<file path="src/rtl/branch_resolve_queue.sv">
// branch_resolve_queue
// In-order queue of branch predictions issued at fetch. Each entry is compared
// with the real outcome when execute resolves the oldest branch. The queue
// produces registered training feedback for the gshare/BTB predictor and a
// flush/redirect pulse to fetch when a prediction turns out to be wrong.
module branch_resolve_queue #(
    parameter int DEPTH = 8,
    parameter int PTR_W = 3,
    parameter int CNT_W = 16
) (
    input  logic             clk,
    input  logic             rst,

    // prediction push from the predictor
    input  logic             push_valid,
    output logic             push_ready,
    input  logic [31:0]      push_pc,
    input  logic             push_taken,
    input  logic [31:0]      push_target,

    // resolution from execute
    input  logic             res_valid,
    output logic             res_ready,
    input  logic             res_taken,
    input  logic [31:0]      res_target,

    // training feedback to the predictor
    output logic             upd_valid,
    output logic             gin,
    output logic             branch,
    output logic [31:0]      upd_target,

    // flush / redirect to fetch
    output logic             mispredict,
    output logic [31:0]      redirect_pc,

    // status
    output logic [PTR_W:0]   occupancy,
    output logic [CNT_W-1:0] mispredict_count
);

    // One in-flight prediction: where it was fetched, which way we guessed,
    // and where we guessed it would go.
    typedef struct packed {
        logic [31:0] pc;
        logic        taken;
        logic [31:0] target;
    } entry_t;

    localparam logic [PTR_W:0]   FULL_COUNT = (PTR_W+1)'(DEPTH);
    localparam logic [CNT_W-1:0] CNT_MAX    = {CNT_W{1'b1}};

    // ------------------------------------------------------------------
    // State
    // ------------------------------------------------------------------
    entry_t           entries_q [DEPTH];
    entry_t           entries_d [DEPTH];

    logic [PTR_W-1:0] wr_ptr_q, wr_ptr_d;
    logic [PTR_W-1:0] rd_ptr_q, rd_ptr_d;
    logic [PTR_W:0]   occupancy_q, occupancy_d;

    logic             upd_valid_q, upd_valid_d;
    logic             gin_q, gin_d;
    logic             branch_q, branch_d;
    logic [31:0]      upd_target_q, upd_target_d;
    logic             mispredict_q, mispredict_d;
    logic [31:0]      redirect_pc_q, redirect_pc_d;
    logic [CNT_W-1:0] mispredict_count_q, mispredict_count_d;

    // ------------------------------------------------------------------
    // Handshake and head-of-queue decode
    // ------------------------------------------------------------------
    logic   full;
    logic   empty;
    logic   push_fire;
    logic   res_fire;
    logic   head_wrong;
    logic   flush;
    entry_t head;
    entry_t push_entry;

    // Ready signals depend only on stored occupancy so execute and the
    // predictor never see a combinational loop through this block.
    always_comb begin
        full       = (occupancy_q == FULL_COUNT);
        empty      = (occupancy_q == '0);
        push_ready = !full;
        res_ready  = !empty;
        push_fire  = push_valid && push_ready;
        res_fire   = res_valid && res_ready;
    end

    // Compare the oldest prediction with what execute actually saw. A taken
    // branch that went somewhere other than the BTB target also counts as a
    // miss, since fetch followed the wrong path.
    always_comb begin
        head       = entries_q[rd_ptr_q];
        push_entry = '{pc: push_pc, taken: push_taken, target: push_target};
        head_wrong = (head.taken != res_taken) ||
                     (head.taken && res_taken && (head.target != res_target));
        flush      = res_fire && head_wrong;
    end

    // ------------------------------------------------------------------
    // Queue bookkeeping: storage writes, pointers and occupancy
    // ------------------------------------------------------------------

    // Next-state for the FIFO. On a flush every younger entry, including a
    // push arriving in the same cycle, is thrown away by pulling wr_ptr back
    // to just behind the head being retired.
    always_comb begin
        entries_d   = entries_q;
        wr_ptr_d    = wr_ptr_q;
        rd_ptr_d    = rd_ptr_q;
        occupancy_d = occupancy_q;

        if (push_fire && !flush) begin
            entries_d[wr_ptr_q] = push_entry;
            wr_ptr_d            = wr_ptr_q + PTR_W'(1);
        end

        if (res_fire) begin
            rd_ptr_d = rd_ptr_q + PTR_W'(1);
        end

        if (flush) begin
            wr_ptr_d    = rd_ptr_q + PTR_W'(1);
            occupancy_d = '0;
        end else begin
            case ({push_fire, res_fire})
                2'b10:   occupancy_d = occupancy_q + (PTR_W+1)'(1);
                2'b01:   occupancy_d = occupancy_q - (PTR_W+1)'(1);
                default: occupancy_d = occupancy_q;
            endcase
        end
    end

    // ------------------------------------------------------------------
    // Feedback and flush outputs
    // ------------------------------------------------------------------

    // Pulses fall back to zero every cycle; the data fields only move on an
    // accepted resolve so the predictor can sample them at leisure.
    always_comb begin
        upd_valid_d        = 1'b0;
        mispredict_d       = 1'b0;
        gin_d              = gin_q;
        branch_d           = branch_q;
        upd_target_d       = upd_target_q;
        redirect_pc_d      = redirect_pc_q;
        mispredict_count_d = mispredict_count_q;

        if (res_fire) begin
            upd_valid_d   = 1'b1;
            gin_d         = res_taken;
            branch_d      = res_taken;
            upd_target_d  = res_target;
            redirect_pc_d = res_taken ? res_target : (head.pc + 32'd4);
            mispredict_d  = head_wrong;
        end

        if (flush && (mispredict_count_q != CNT_MAX)) begin
            mispredict_count_d = mispredict_count_q + CNT_W'(1);
        end
    end

    // ------------------------------------------------------------------
    // Registers
    // ------------------------------------------------------------------

    // Entry storage is not reset; stale contents are unreachable once the
    // pointers and occupancy are cleared.
    always_ff @(posedge clk) begin
        entries_q <= entries_d;
    end

    // Control and output registers with synchronous reset.
    always_ff @(posedge clk) begin
        if (rst) begin
            wr_ptr_q           <= '0;
            rd_ptr_q           <= '0;
            occupancy_q        <= '0;
            upd_valid_q        <= 1'b0;
            gin_q              <= 1'b0;
            branch_q           <= 1'b0;
            upd_target_q       <= '0;
            mispredict_q       <= 1'b0;
            redirect_pc_q      <= '0;
            mispredict_count_q <= '0;
        end else begin
            wr_ptr_q           <= wr_ptr_d;
            rd_ptr_q           <= rd_ptr_d;
            occupancy_q        <= occupancy_d;
            upd_valid_q        <= upd_valid_d;
            gin_q              <= gin_d;
            branch_q           <= branch_d;
            upd_target_q       <= upd_target_d;
            mispredict_q       <= mispredict_d;
            redirect_pc_q      <= redirect_pc_d;
            mispredict_count_q <= mispredict_count_d;
        end
    end

    // Drive outputs straight from registers.
    always_comb begin
        upd_valid        = upd_valid_q;
        gin              = gin_q;
        branch           = branch_q;
        upd_target       = upd_target_q;
        mispredict       = mispredict_q;
        redirect_pc      = redirect_pc_q;
        occupancy        = occupancy_q;
        mispredict_count = mispredict_count_q;
    end

endmodule
</file>
<file path="config.mk">
export PLATFORM = sky130hd
export DESIGN_NAME = branch_resolve_queue
export DESIGN_NICKNAME = d
export VERILOG_FILES = /design/src/rtl/branch_resolve_queue.sv
export SDC_FILE = /design/constraint.sdc
export NUM_CORES = 1
export LEC_CHECK = 0
export BUFFER_PORTS_ARGS = -buffer_cell sky130_fd_sc_hd__buf_2
export CORE_ASPECT_RATIO = 0.9
export CORE_MARGIN = 1
export CORE_UTILIZATION = 55
export CTS_CLUSTER_DIAMETER = 120
export DETAILED_ROUTE_END_ITERATION = 8
export GPL_TIMING_DRIVEN = 0
export PLACE_DENSITY = 0.72
export SLEW_MARGIN = 0
export SYNTH_ARGS = -nofsm -noshare
export SYNTH_HDL_FRONTEND = slang
export SYNTH_SLANG_ARGS = --single-unit
export TNS_END_PERCENT = 1
</file>
<file path="constraint.sdc">
create_clock -name clk -period 12.55 [get_ports clk]
set_input_delay 0.6275 -clock clk [delete_from_list [all_inputs] [get_ports clk]]
set_output_delay 0.6275 -clock clk [all_outputs]
set_load 0.02 [all_outputs]
</file>
==> metrics <==
vias in the first global route=14368; Post-Syn Nets=1588; crit path max fanout=15; Die ar.=45700 µm²; post-synthesis sequential area ratio=a little under three quarters; worst setup margin=roughly 6.2 ns; fmax=157.3 MHz; WL met1=~26000 µm; critical path's slowest cell=nor3_4; Final ANT Viol Nets=0; gr ovfl total=0; HPWL after detailed placement=between 40000 and 50000 µm; Final nets=between 1500 and 2000; Pwr Total=about 6200 µW; largest net degree at the start of global routing=26; CTS tree=done; Critical Path Start=rd_ptr_q[2]; Avg Cell Area, Syn=16.70 µm²; Synth Cell Area=~25000 µm²; Period minus WS final=approximately 6.4 ns; final wirelength=64680 µm; critical path's most frequent cell=buf_2; Util after Layout=about two thirds; CTS H-tree lvls=2; reg-to-reg slack, setup=a little over 6 ns; r2r worst-path depth=16; 1st-iter DRT viols=~1800; HP Class=primary input to flip-flop; ys flop type=edfxtp_1; MaxCap Viol Count=0; met2 wirelength from detailed routing=29720 µm; Initial Utilization=roughly 56%; met3 routed WL=6937 µm; Max stage delay on crit path=~0.8 ns; hold path cells=1; CTS resizes=0; Worst Path Required=roughly 13 ns; global-route usage over all layers=between 20% and 30%; status=completed; Final Hold Viols=0; average vias per placed instance=a little over 6; Arr. time, crit path=roughly 6.7 ns; Setup CP Type=flip-flop to flip-flop; vias=about 15000; post-synth cell types=65; Async SR Flop Fraction=0%; Hold Path Origin=push_pc[20]; Slew @ Worst Pin=between 0.9 and 1 ns; Crit Reg-Reg Endpoint=entries_q[481]; Initial DRT Pass Iterations=8; clk_skew=~0.015 ns; clock sink count=around 610; setup bufs post-CTS=0; per-cell routed wire length=approximately 27 µm; drt drc=0; FF+latch count, synth=~600; clk slew on worst S/H paths=around 0.070 ns; Die H=202.9 µm; share of cells above drive strength 1=26.29%; initial antenna violation count=6; RSZ-0062 raised after global routing=no; Post-Synthesis Cells=about 1500; core area=roughly 44000 µm²; Worst-Skew Late Latency=approximately 0.62 ns; count of flip-flops with a built-in enable after synthesis=520; Highest Signal Layer=met5; final worst path period share=50.66%; final setup vio count=0; leak pwr=between 0.009 and 0.01 µW; R2R Path Start=rd_ptr_q[2]; first-pass GRT wire length=92870 µm; die width=roughly 230 µm; hold slack=between 0.2 and 0.3 ns; Synthesis Warnings=0; crit-path cells=buf_2, buf_2, buf_2, buf_1, buf_2, mux2_2, ha_1, inv_1, a31oi_1, o21ai_2, buf_6, nand3b_1, nor3_4, buf_16, buf_16, buf_16; Hold Buf Count CTS=0; Slew HR=roughly 36%; root buf cell=clkbuf_16; P per Cell Area=215.5 nW/µm²; Placement Rows=73; Place WS=6.319 ns; CTS buffer count=58; IO buf count=190; Worst setup EP type=flip-flop; startpoint type of the worst setup path=flip-flop; # IOs=between 150 and 200; final RePlAce weighted congestion=0.9268; Max Transition Viols Final=0; clk buf depth=3; post-route setup TNS=0 ns; Synth-to-Final Area Change=16.81%; VDD IR max=approximately 0.12 mV; hold endpoint=entries_q[443]
[critical path, delay by kind of cell, from the launching register on]
family                   cells  cell delay (ns)
buffers and inverters       10             3.40
AND/OR/NAND/NOR              2             1.14
flip-flops                   1             0.47
multiplexers                 1             0.44
AO/OA/AOI/OAI                2             0.36
adder cells (fa/ha/maj)      1             0.20
[sequential cells by signal, indices dropped and copies added, names as in the netlist]
name	count
redirect_pc	32
occupancy	4
upd_valid	1
mispredict_count	16
entries_q	520
wr_ptr_q	3
rd_ptr_q	3
upd_target	32
branch	1
mispredict	1
[cells in the final DEF, fill, tap and decap left out, types with 15 or more instances in the layout]
| cell | count |
|---|---|
| a21oi_1 | 66 |
| edfxtp_1 | 520 |
| buf_2 | 209 |
| o22ai_1 | 15 |
| nor2_1 | 66 |
| buf_6 | 18 |
| a22oi_1 | 24 |
| clkbuf_16 | 59 |
| dfxtp_1 | 93 |
| xor2_1 | 30 |
| nand3_1 | 21 |
| mux2i_1 | 101 |
| mux2_2 | 22 |
| nand2_1 | 115 |
| xnor2_1 | 21 |
| mux4_2 | 89 |
| clkbuf_1 | 54 |
| o21ai_0 | 22 |
| and3_1 | 20 |
[synthesized netlist by cell type, drive strengths merged (5+ instances only)]
| master | instances | share of area [%] |
|---|---|---|
| o21ai | 24 | 0.50 |
| buf | 43 | 1.2 |
| nor3 | 17 | 0.43 |
| nor2b | 14 | 0.36 |
| a21oi | 66 | 1.3 |
| mux4 | 94 | 8.7 |
| a211oi | 15 | 0.50 |
| clkbuf | 34 | 0.52 |
| nand2b | 8 | 0.20 |
| nand2 | 115 | 1.8 |
| or3 | 12 | 0.30 |
| a22oi | 24 | 0.73 |
| o211ai | 7 | 0.21 |
| nand3 | 22 | 0.47 |
| ha | 8 | 0.41 |
| nand4 | 5 | 0.13 |
| inv | 12 | 0.18 |
| nor2 | 74 | 1.1 |
| mux2i | 101 | 4.1 |
| xor2 | 30 | 1.1 |
| dfxtp | 93 | 7.5 |
| o22ai | 15 | 0.38 |
| xnor2 | 21 | 0.75 |
| edfxtp | 520 | 63 |
| and3 | 20 | 0.51 |
| nand3b | 14 | 0.48 |
| a22o | 6 | 0.21 |
| mux2 | 28 | 1.4 |
[metrics by stage]
step,area [µm²],instances
6_report,28810,2402
5_1_grt,28800,2399
4_1_cts,28800,2399
3_5_place_dp,26970,2295
3_3_place_gp,26370,2267
2_1_floorplan,24670,1477
[worst max-delay path by stage]
| stage | end | slack, ns |
|---|---|---|
| floorplan | entries_q[390] | 4.37 |
| global placement | entries_q[410] | -1.28 |
| detailed placement | entries_q[481] | 6.32 |
| CTS | entries_q[481] | 6.29 |
| global route | entries_q[481] | 6.03 |
| finish | entries_q[481] | 6.19 |
[cell families (layout without fill, tap and decap cells)]
| family | count (synthesis) | count (layout) | share of synthesized area, % |
|---|---|---|---|
| DFF | 613 | 613 | 70.85 |
| other | 0 | 3 | 0 |
| adders and majority gates | 9 | 9 | 0.4870 |
| xor gates and xnor gates | 51 | 51 | 1.811 |
| buffers and inverters | 89 | 411 | 1.938 |
| and+or+nand+nor | 313 | 313 | 6.128 |
| muxes | 223 | 223 | 14.11 |
| AOI/OAI and AO/OA | 179 | 179 | 4.672 |
[power breakdown]
part	internal [µW]	switching [µW]
Combinational	720	1110
Sequential	2540	131
Clock	983	723
Total	4240	1970
[layer usage]
layer | up-vias | track usage, %
met4 | 10 | 11.39
met1 | 7308 | 39.30
met2 | 739 | 43.96
met3 | 152 | 7.366
met5 | - | 0
li1 | 6332 | -
[final cells by class]
class,instances,area (µm²)
diodes,3,7.507
plain buffers,77,432.9
clock buffers,87,1649
clock inverters,17,181.4
fillers,3139,15400
inverters,12,45.04
multi-input cells,775,6768
flip-flops and latches,613,17480
well taps,600,750.7
repair buffers,218,1500
Power figures use the tool's default switching activity.
